## src/rtl/spi_pkg.sv

```systemverilog
// Shared types and constants for the SPI responder: FSM state encoding,
// command/data frame sizes and the default identity byte.
package spi_pkg;

    typedef enum logic [1:0] {
        IDLE    = 2'd0,
        CMD     = 2'd1,
        RD_DATA = 2'd2,
        WR_DATA = 2'd3
    } spi_slv_state_t;

    localparam logic       MPU_MODE_R       = 1'b1;
    localparam int         CMD_BITS         = 8;
    localparam int         DATA_BITS        = 8;
    localparam logic [7:0] WHO_AM_I_DEFAULT = 8'h68;

endpackage

```

## src/rtl/spi_slave_responder_if.sv

```systemverilog
// SPI pin bundle between a master and the responder. There is no handshake:
// the master owns sclk/cs/mosi, the responder drives miso and its pad enable.
interface spi_slave_responder_if;

    logic sclk;
    logic cs;
    logic mosi;
    logic miso;
    logic miso_oe;

    modport master (
        output sclk,
        output cs,
        output mosi,
        input  miso,
        input  miso_oe
    );

    modport slave (
        input  sclk,
        input  cs,
        input  mosi,
        output miso,
        output miso_oe
    );

endinterface

```

## src/rtl/spi_sync_edge.sv

```systemverilog
// Multi-flop synchronizer for an asynchronous pin plus a history flop that
// turns the synchronized level into single-cycle rise and fall events.
module spi_sync_edge #(
    parameter int   STAGES    = 2,
    parameter logic RESET_VAL = 1'b0
) (
    input  logic clk,
    input  logic rst_n,
    input  logic din,
    output logic level,
    output logic rise,
    output logic fall
);

    logic [STAGES-1:0] sync_q;
    logic              hist_q;

    always_ff @(posedge clk) begin
        if (!rst_n) begin
            sync_q <= {STAGES{RESET_VAL}};
            hist_q <= RESET_VAL;
        end else begin
            sync_q <= {sync_q[STAGES-2:0], din};
            hist_q <= sync_q[STAGES-1];
        end
    end

    assign level = sync_q[STAGES-1];
    assign rise  = sync_q[STAGES-1] & ~hist_q;
    assign fall  = ~sync_q[STAGES-1] & hist_q;

endmodule

```

## src/rtl/spi_slave_responder.sv

```systemverilog
// Mode-3 SPI responder: decodes an R/W + 7-bit address command, then streams
// bytes with address auto-increment into or out of a small register file.
module spi_slave_responder
    import spi_pkg::*;
#(
    parameter int         REG_NUM     = 16,
    parameter int         RO_NUM      = 6,
    parameter logic [7:0] WHO_AM_I    = WHO_AM_I_DEFAULT,
    parameter int         SYNC_STAGES = 2
) (
    input  logic                 clk_i,
    input  logic                 rst_i,
    spi_slave_responder_if.slave spi,
    input  logic [8*RO_NUM-1:0]  sensor_data_i,
    output logic                 reg_wr_o,
    output logic [6:0]           reg_addr_o,
    output logic [7:0]           reg_wdata_o,
    output logic                 busy_o,
    output spi_slv_state_t       state_o
);

    logic sclk_level, sclk_rise, sclk_fall;
    logic cs_level, cs_rise, cs_fall;
    logic [SYNC_STAGES-1:0] mosi_q;
    logic mosi_s;

    spi_slv_state_t state;
    logic [2:0] bit_cnt;
    logic [7:0] rx_shift;
    logic [7:0] tx_shift;
    logic [6:0] addr;
    logic       miso_q;
    logic       miso_oe_q;
    logic [7:0] regs [RO_NUM+1:REG_NUM-1];

    logic [7:0] rx_next;
    logic [6:0] load_addr;
    logic [7:0] load_byte;
    logic       wr_hit;
    logic       last_bit;

    // SCLK idles high, so its synchronizer resets high to avoid a phantom edge.
    spi_sync_edge #(.STAGES(SYNC_STAGES), .RESET_VAL(1'b1)) u_sclk_sync (
        .clk   (clk_i),
        .rst_n (rst_i),
        .din   (spi.sclk),
        .level (sclk_level),
        .rise  (sclk_rise),
        .fall  (sclk_fall)
    );

    spi_sync_edge #(.STAGES(SYNC_STAGES), .RESET_VAL(1'b0)) u_cs_sync (
        .clk   (clk_i),
        .rst_n (rst_i),
        .din   (spi.cs),
        .level (cs_level),
        .rise  (cs_rise),
        .fall  (cs_fall)
    );

    // MOSI gets the same depth as SCLK so data and clock stay aligned.
    always_ff @(posedge clk_i) begin
        if (!rst_i) begin
            mosi_q <= '0;
        end else begin
            mosi_q <= {mosi_q[SYNC_STAGES-2:0], spi.mosi};
        end
    end

    assign mosi_s   = mosi_q[SYNC_STAGES-1];
    assign rx_next  = {rx_shift[6:0], mosi_s};
    assign last_bit = (bit_cnt == 3'(DATA_BITS - 1));
    assign wr_hit   = (int'(addr) > RO_NUM) && (int'(addr) < REG_NUM);

    // Address of the byte about to be loaded: the command's address on entry
    // to RD_DATA, otherwise the next address of the burst.
    assign load_addr = (state == CMD) ? rx_next[6:0] : addr + 7'd1;

    always_comb begin
        load_byte = 8'h00;
        if (load_addr == 7'd0) begin
            load_byte = WHO_AM_I;
        end
        for (int k = 0; k < RO_NUM; k++) begin
            if (int'(load_addr) == k + 1) begin
                load_byte = sensor_data_i[k*8 +: 8];
            end
        end
        for (int k = RO_NUM + 1; k < REG_NUM; k++) begin
            if (int'(load_addr) == k) begin
                load_byte = regs[k];
            end
        end
    end

    always_ff @(posedge clk_i) begin
        if (!rst_i) begin
            state       <= IDLE;
            bit_cnt     <= 3'd0;
            rx_shift    <= 8'h00;
            tx_shift    <= 8'h00;
            addr        <= 7'd0;
            miso_q      <= 1'b0;
            miso_oe_q   <= 1'b0;
            reg_wr_o    <= 1'b0;
            reg_addr_o  <= 7'd0;
            reg_wdata_o <= 8'h00;
            for (int k = RO_NUM + 1; k < REG_NUM; k++) begin
                regs[k] <= 8'h00;
            end
        end else begin
            reg_wr_o <= 1'b0;
            case (state)
                IDLE: begin
                    miso_q    <= 1'b0;
                    miso_oe_q <= 1'b0;
                    if (cs_rise) begin
                        bit_cnt  <= 3'd0;
                        rx_shift <= 8'h00;
                        state    <= CMD;
                    end
                end
                CMD: begin
                    if (sclk_rise) begin
                        rx_shift <= rx_next;
                        bit_cnt  <= bit_cnt + 3'd1;
                        if (bit_cnt == 3'(CMD_BITS - 1)) begin
                            bit_cnt <= 3'd0;
                            addr    <= rx_next[6:0];
                            if (rx_next[7] == MPU_MODE_R) begin
                                tx_shift  <= load_byte;
                                miso_oe_q <= 1'b1;
                                state     <= RD_DATA;
                            end else begin
                                state <= WR_DATA;
                            end
                        end
                    end
                end
                RD_DATA: begin
                    if (sclk_fall) begin
                        miso_q   <= tx_shift[7];
                        tx_shift <= {tx_shift[6:0], 1'b0};
                    end
                    if (sclk_rise) begin
                        bit_cnt <= bit_cnt + 3'd1;
                        if (last_bit) begin
                            bit_cnt  <= 3'd0;
                            addr     <= addr + 7'd1;
                            tx_shift <= load_byte;
                        end
                    end
                end
                WR_DATA: begin
                    if (sclk_rise) begin
                        rx_shift <= rx_next;
                        bit_cnt  <= bit_cnt + 3'd1;
                        if (last_bit) begin
                            bit_cnt <= 3'd0;
                            addr    <= addr + 7'd1;
                            if (wr_hit) begin
                                reg_wr_o    <= 1'b1;
                                reg_addr_o  <= addr;
                                reg_wdata_o <= rx_next;
                            end
                            for (int k = RO_NUM + 1; k < REG_NUM; k++) begin
                                if (int'(addr) == k) begin
                                    regs[k] <= rx_next;
                                end
                            end
                        end
                    end
                end
                default: state <= IDLE;
            endcase
            // A byte finishing in the same cycle as CS falling still lands
            // above; the abort below only discards partial bytes.
            if (state != IDLE && cs_fall) begin
                state     <= IDLE;
                bit_cnt   <= 3'd0;
                miso_q    <= 1'b0;
                miso_oe_q <= 1'b0;
            end
        end
    end

    assign spi.miso    = miso_q;
    assign spi.miso_oe = miso_oe_q;
    assign busy_o      = cs_level;
    assign state_o     = state;

    logic unused_sclk_level;
    assign unused_sclk_level = sclk_level;

endmodule

```

## src/flat_wrapper.sv

```systemverilog
// flat-port wrapper written by rule: the top's interface ports become plain ports
module spi_slave_responder_flat import spi_pkg::*;
#(
    parameter int         REG_NUM     = 16,
    parameter int         RO_NUM      = 6,
    parameter logic [7:0] WHO_AM_I    = WHO_AM_I_DEFAULT,
    parameter int         SYNC_STAGES = 2
)
  (clk_i, rst_i, sensor_data_i, reg_wr_o, reg_addr_o, reg_wdata_o, busy_o, state_o, spi_sclk, spi_cs, spi_mosi, spi_miso, spi_miso_oe);
  spi_slave_responder_if spi_i ();
  input  logic clk_i;
  input  logic rst_i;
  input  logic [8*RO_NUM-1:0] sensor_data_i;
  output logic reg_wr_o;
  output logic [6:0] reg_addr_o;
  output logic [7:0] reg_wdata_o;
  output logic busy_o;
  output spi_slv_state_t state_o;
  input wire logic [$bits(spi_i.sclk)-1:0] spi_sclk;
  input wire logic [$bits(spi_i.cs)-1:0] spi_cs;
  input wire logic [$bits(spi_i.mosi)-1:0] spi_mosi;
  output wire logic [$bits(spi_i.miso)-1:0] spi_miso;
  output wire logic [$bits(spi_i.miso_oe)-1:0] spi_miso_oe;
  assign spi_i.sclk = spi_sclk;
  assign spi_i.cs = spi_cs;
  assign spi_i.mosi = spi_mosi;
  assign spi_miso = spi_i.miso;
  assign spi_miso_oe = spi_i.miso_oe;
  spi_slave_responder #(.REG_NUM(REG_NUM), .RO_NUM(RO_NUM), .WHO_AM_I(WHO_AM_I), .SYNC_STAGES(SYNC_STAGES)) u_core (.clk_i(clk_i), .rst_i(rst_i), .spi(spi_i), .sensor_data_i(sensor_data_i), .reg_wr_o(reg_wr_o), .reg_addr_o(reg_addr_o), .reg_wdata_o(reg_wdata_o), .busy_o(busy_o), .state_o(state_o));
endmodule
```

## config.mk

```make
export PLATFORM = sky130hd
export DESIGN_NAME = spi_slave_responder_flat
export DESIGN_NICKNAME = d
export VERILOG_FILES = /design/src/rtl/spi_pkg.sv /design/src/rtl/spi_slave_responder_if.sv /design/src/rtl/spi_sync_edge.sv /design/src/rtl/spi_slave_responder.sv /design/src/flat_wrapper.sv
export SDC_FILE = /design/constraint.sdc
export NUM_CORES = 1
export LEC_CHECK = 0
export ABC_AREA = 0
export CAP_MARGIN = 20
export CORE_ASPECT_RATIO = 0.8
export CORE_MARGIN = 2
export CORE_UTILIZATION = 45
export CTS_CLUSTER_DIAMETER = 40
export DETAILED_ROUTE_END_ITERATION = 16
export PLACE_DENSITY = 0.78
export SYNTH_ARGS = -nofsm -noshare
export SYNTH_HDL_FRONTEND = slang
export SYNTH_SLANG_ARGS = --single-unit
```

## constraint.sdc

```tcl
create_clock -name clk_i -period 2.68 [get_ports clk_i]
set_clock_uncertainty 0.05 [all_clocks]
set_input_delay 0.67 -clock clk_i [delete_from_list [all_inputs] [get_ports clk_i]]
set_output_delay 0.67 -clock clk_i [all_outputs]
set_load 0.02 [all_outputs]
```

==> out/metrics.yaml <==
nFillCells: 1212
synth_enable_flop_cells: 72
cts_max_level: 4
area_growth_pct: 28.2
yosysSeqAreaShare_pct: 48.7
crit_arrival_ns: 2.85
start_kind: "flip-flop"
worstMarginPinSlew_ns: 0.746
drv_cap: 0
synthTopCellsByArea: "edfxtp_1 (33%), dfxtp_1 (16%), and2_1 (7.6%)"
cp-startpoint: "u_core.addr[1]"
power.density_nw_per_um2: 551
io_pins: 74
yosysMostFrequentCell: "and2_1"
slowest_stage: "a21oi_1"
initial_core_util_pct: 46.2
hpwl_um: 15600
async_reset_ff_share_pct: 0
critPathRequiredTime_ns: 2.97
setup_viol: 0
io_buffer_count: 73
routed_via_density: 6.22
grt_use_total_pct: 28.4
yosysTopAreaCell: "edfxtp_1"
ys_types: 78
grt_max_degree: 29
first_global_vias: 5882
crit_buf_inv: 1
syn_nets: 732
ys_top_cells_by_count: "and2_1 (80), edfxtp_1 (72), nand2_1 (57), dfxtp_1 (53), nor2_1 (52)"
fin_hold_ws_ns: 0.367
die_y_um: 113
hp-start: "u_core.u_sclk_sync.sync_q[0]"
post_cts_buffers: 0
max-vdd-ir-drop_mv: 0.373
crit_chain: "buf_4 > ha_2 > xor2_2 > mux2_2 > o211ai_1 > a21oi_1 > a32oi_1 > o221a_1 > o221ai_1"
maxSlewViolCount: 0
ys_warn_count: 0
placed_area_um2: 7860
gp_congestion: 0.942
status: "complete, no violations"
worst_setup_path_end_kind: "flip-flop"
fin_setup_tns_ns: 0
diodes: 0
postLayoutCoreUtil_pct: 59.2
yosysTopAreaCellShare_pct: 32.6
hp-class: "flip-flop to flip-flop"
max_freq_mhz: 391
vias: 6070
cts_sinks: 125
drtAntennaViolNets: 0
die_w_um: 140
nets: 838
rows: 39
drt_iter0_drc: 805
wl_um: 22000
ys_seq_elements: 125
grt_pass1_wl_um: 34100
cts_tree: "done"
overflow: 0
first_pass_iters: 5
root_buffer: "clkbuf_16"
clk_pin_slew_ns: 0.06
r2r-start: "u_core.addr[1]"
p_leak_nw: 3.09
cpLargestDelayFamily: "compound AO/OA/AOI/OAI gates"
drc: 0
cts_buffer_depth: 2
syn_avg_cell_area_um2: 9.84
crit_path_max_fanout: 5
synthCells: 673
ys_dominant_reg_cell: "edfxtp_1"
hold_viol: 0
min_period_over_period_pct: 95.3
dieArea_um2: 15700
antenna_found_initial: 0
postCtsHoldBufs: 0
clk_latency_ns: 0.42
rsz0062_at_grt: "false"
cts_buffers: 17
design_area_um2: 8490
synth_area_um2: 6620
wl_per_cell_um: 22.5
min_period_ns: 2.55
core-area_um2: 14300
layout-drive-gt1-share_pct: 16.0
critPathMaxStageDelay_ns: 0.44
relSlewSlack_pct: 49.6
critPathKind: "flip-flop to flip-flop"
## kinds of logic after synthesis
family,count (synthesis),synth area share [%]
AO/OA/AOI/OAI,192,20.0
XOR/XNOR,5,0.888
adder cells (fa/ha/maj),6,1.13
buffers and inverters,56,4.12
flip-flops,125,48.7
multiplexers,20,3.66
AND/OR/NAND/NOR,269,21.5
## power by group
group	leakage, nW	internal [mW]	switching, mW
logic	1.70	0.142	0.148
clock network	0.277	1.37	0.894
registers	1.11	2.09	0.0305
## area by class of cell
cell class                      count  area [µm²]  share of cell area (%)
Clock buffer                       19         433                    5.10
Multi-Input combinational cell    492        3190                    37.6
Clock inverter                     13         139                    1.64
Sequential cell                   125        3220                    38.0
Tap cell                          184         230                    2.71
Timing Repair Buffer              138        1260                    14.8
Inverter                            5        18.8                   0.221
## final timing paths
kind                                                endpoint  slack (ns)  depth (start not counted)
worst max-delay path                      u_core.tx_shift[1]        0.13                          9
worst min-delay path            u_core.u_sclk_sync.sync_q[1]        0.37                          1
worst max register to register            u_core.tx_shift[1]        0.13                          9
worst min register to register  u_core.u_sclk_sync.sync_q[1]        0.37                          1
## stage by stage
| stage | instances | total power, mW | setup WS [ns] |
|---|---|---|---|
| finish | 976 | 4.68 | 0.126 |
| global route | 976 | 4.80 | 0.00421 |
| CTS | 976 | 4.68 | 0.0682 |
| detailed placement | 944 | 2.44 | -0.0123 |
| global placement | 944 | 2.44 | 0.0537 |
| floorplan | 673 | 2.27 | -0.0746 |
## repair_timing
item / in CTS / in global routing
pin swaps: 0 / 0
endpoints found under the setup margin: 2 / 14
resized for setup: 2 / 9
## per-layer routing
metal  track usage, %  share of wire, %
met1             41.2                44
met4             7.00               1.8
met2             42.9                44
met3             7.08               9.7
met5                0                 0
## cells in the final DEF, fill, tap and decap left out, types with 11 or more instances in the layout
cell / n
clkdlybuf4s50_1: 73
buf_4: 62
dfxtp_1: 52
edfxtp_1: 72
o21ai_0: 26
a31oi_1: 12
and2_1: 80
nand4_1: 11
nand2_1: 57
a21oi_1: 47
clkbuf_16: 17
a22oi_1: 13
nand3_1: 24
nor2_1: 52
## state kept, by name, indices dropped and copies added, names as in the netlist, 2 cells and up
signal and flops:
u_core.tx_shift 8, u_core.regs 72, u_core.addr 7, u_core.u_cs_sync.sync_q 2, u_core.bit_cnt 3, u_core.u_sclk_sync.sync_q 2
u_core.reg_wdata_o 8, u_core.state_o 2, u_core.reg_addr_o 7, u_core.mosi_q 2, u_core.rx_shift 7
Note: power is estimated with default switching activity, not from simulation.
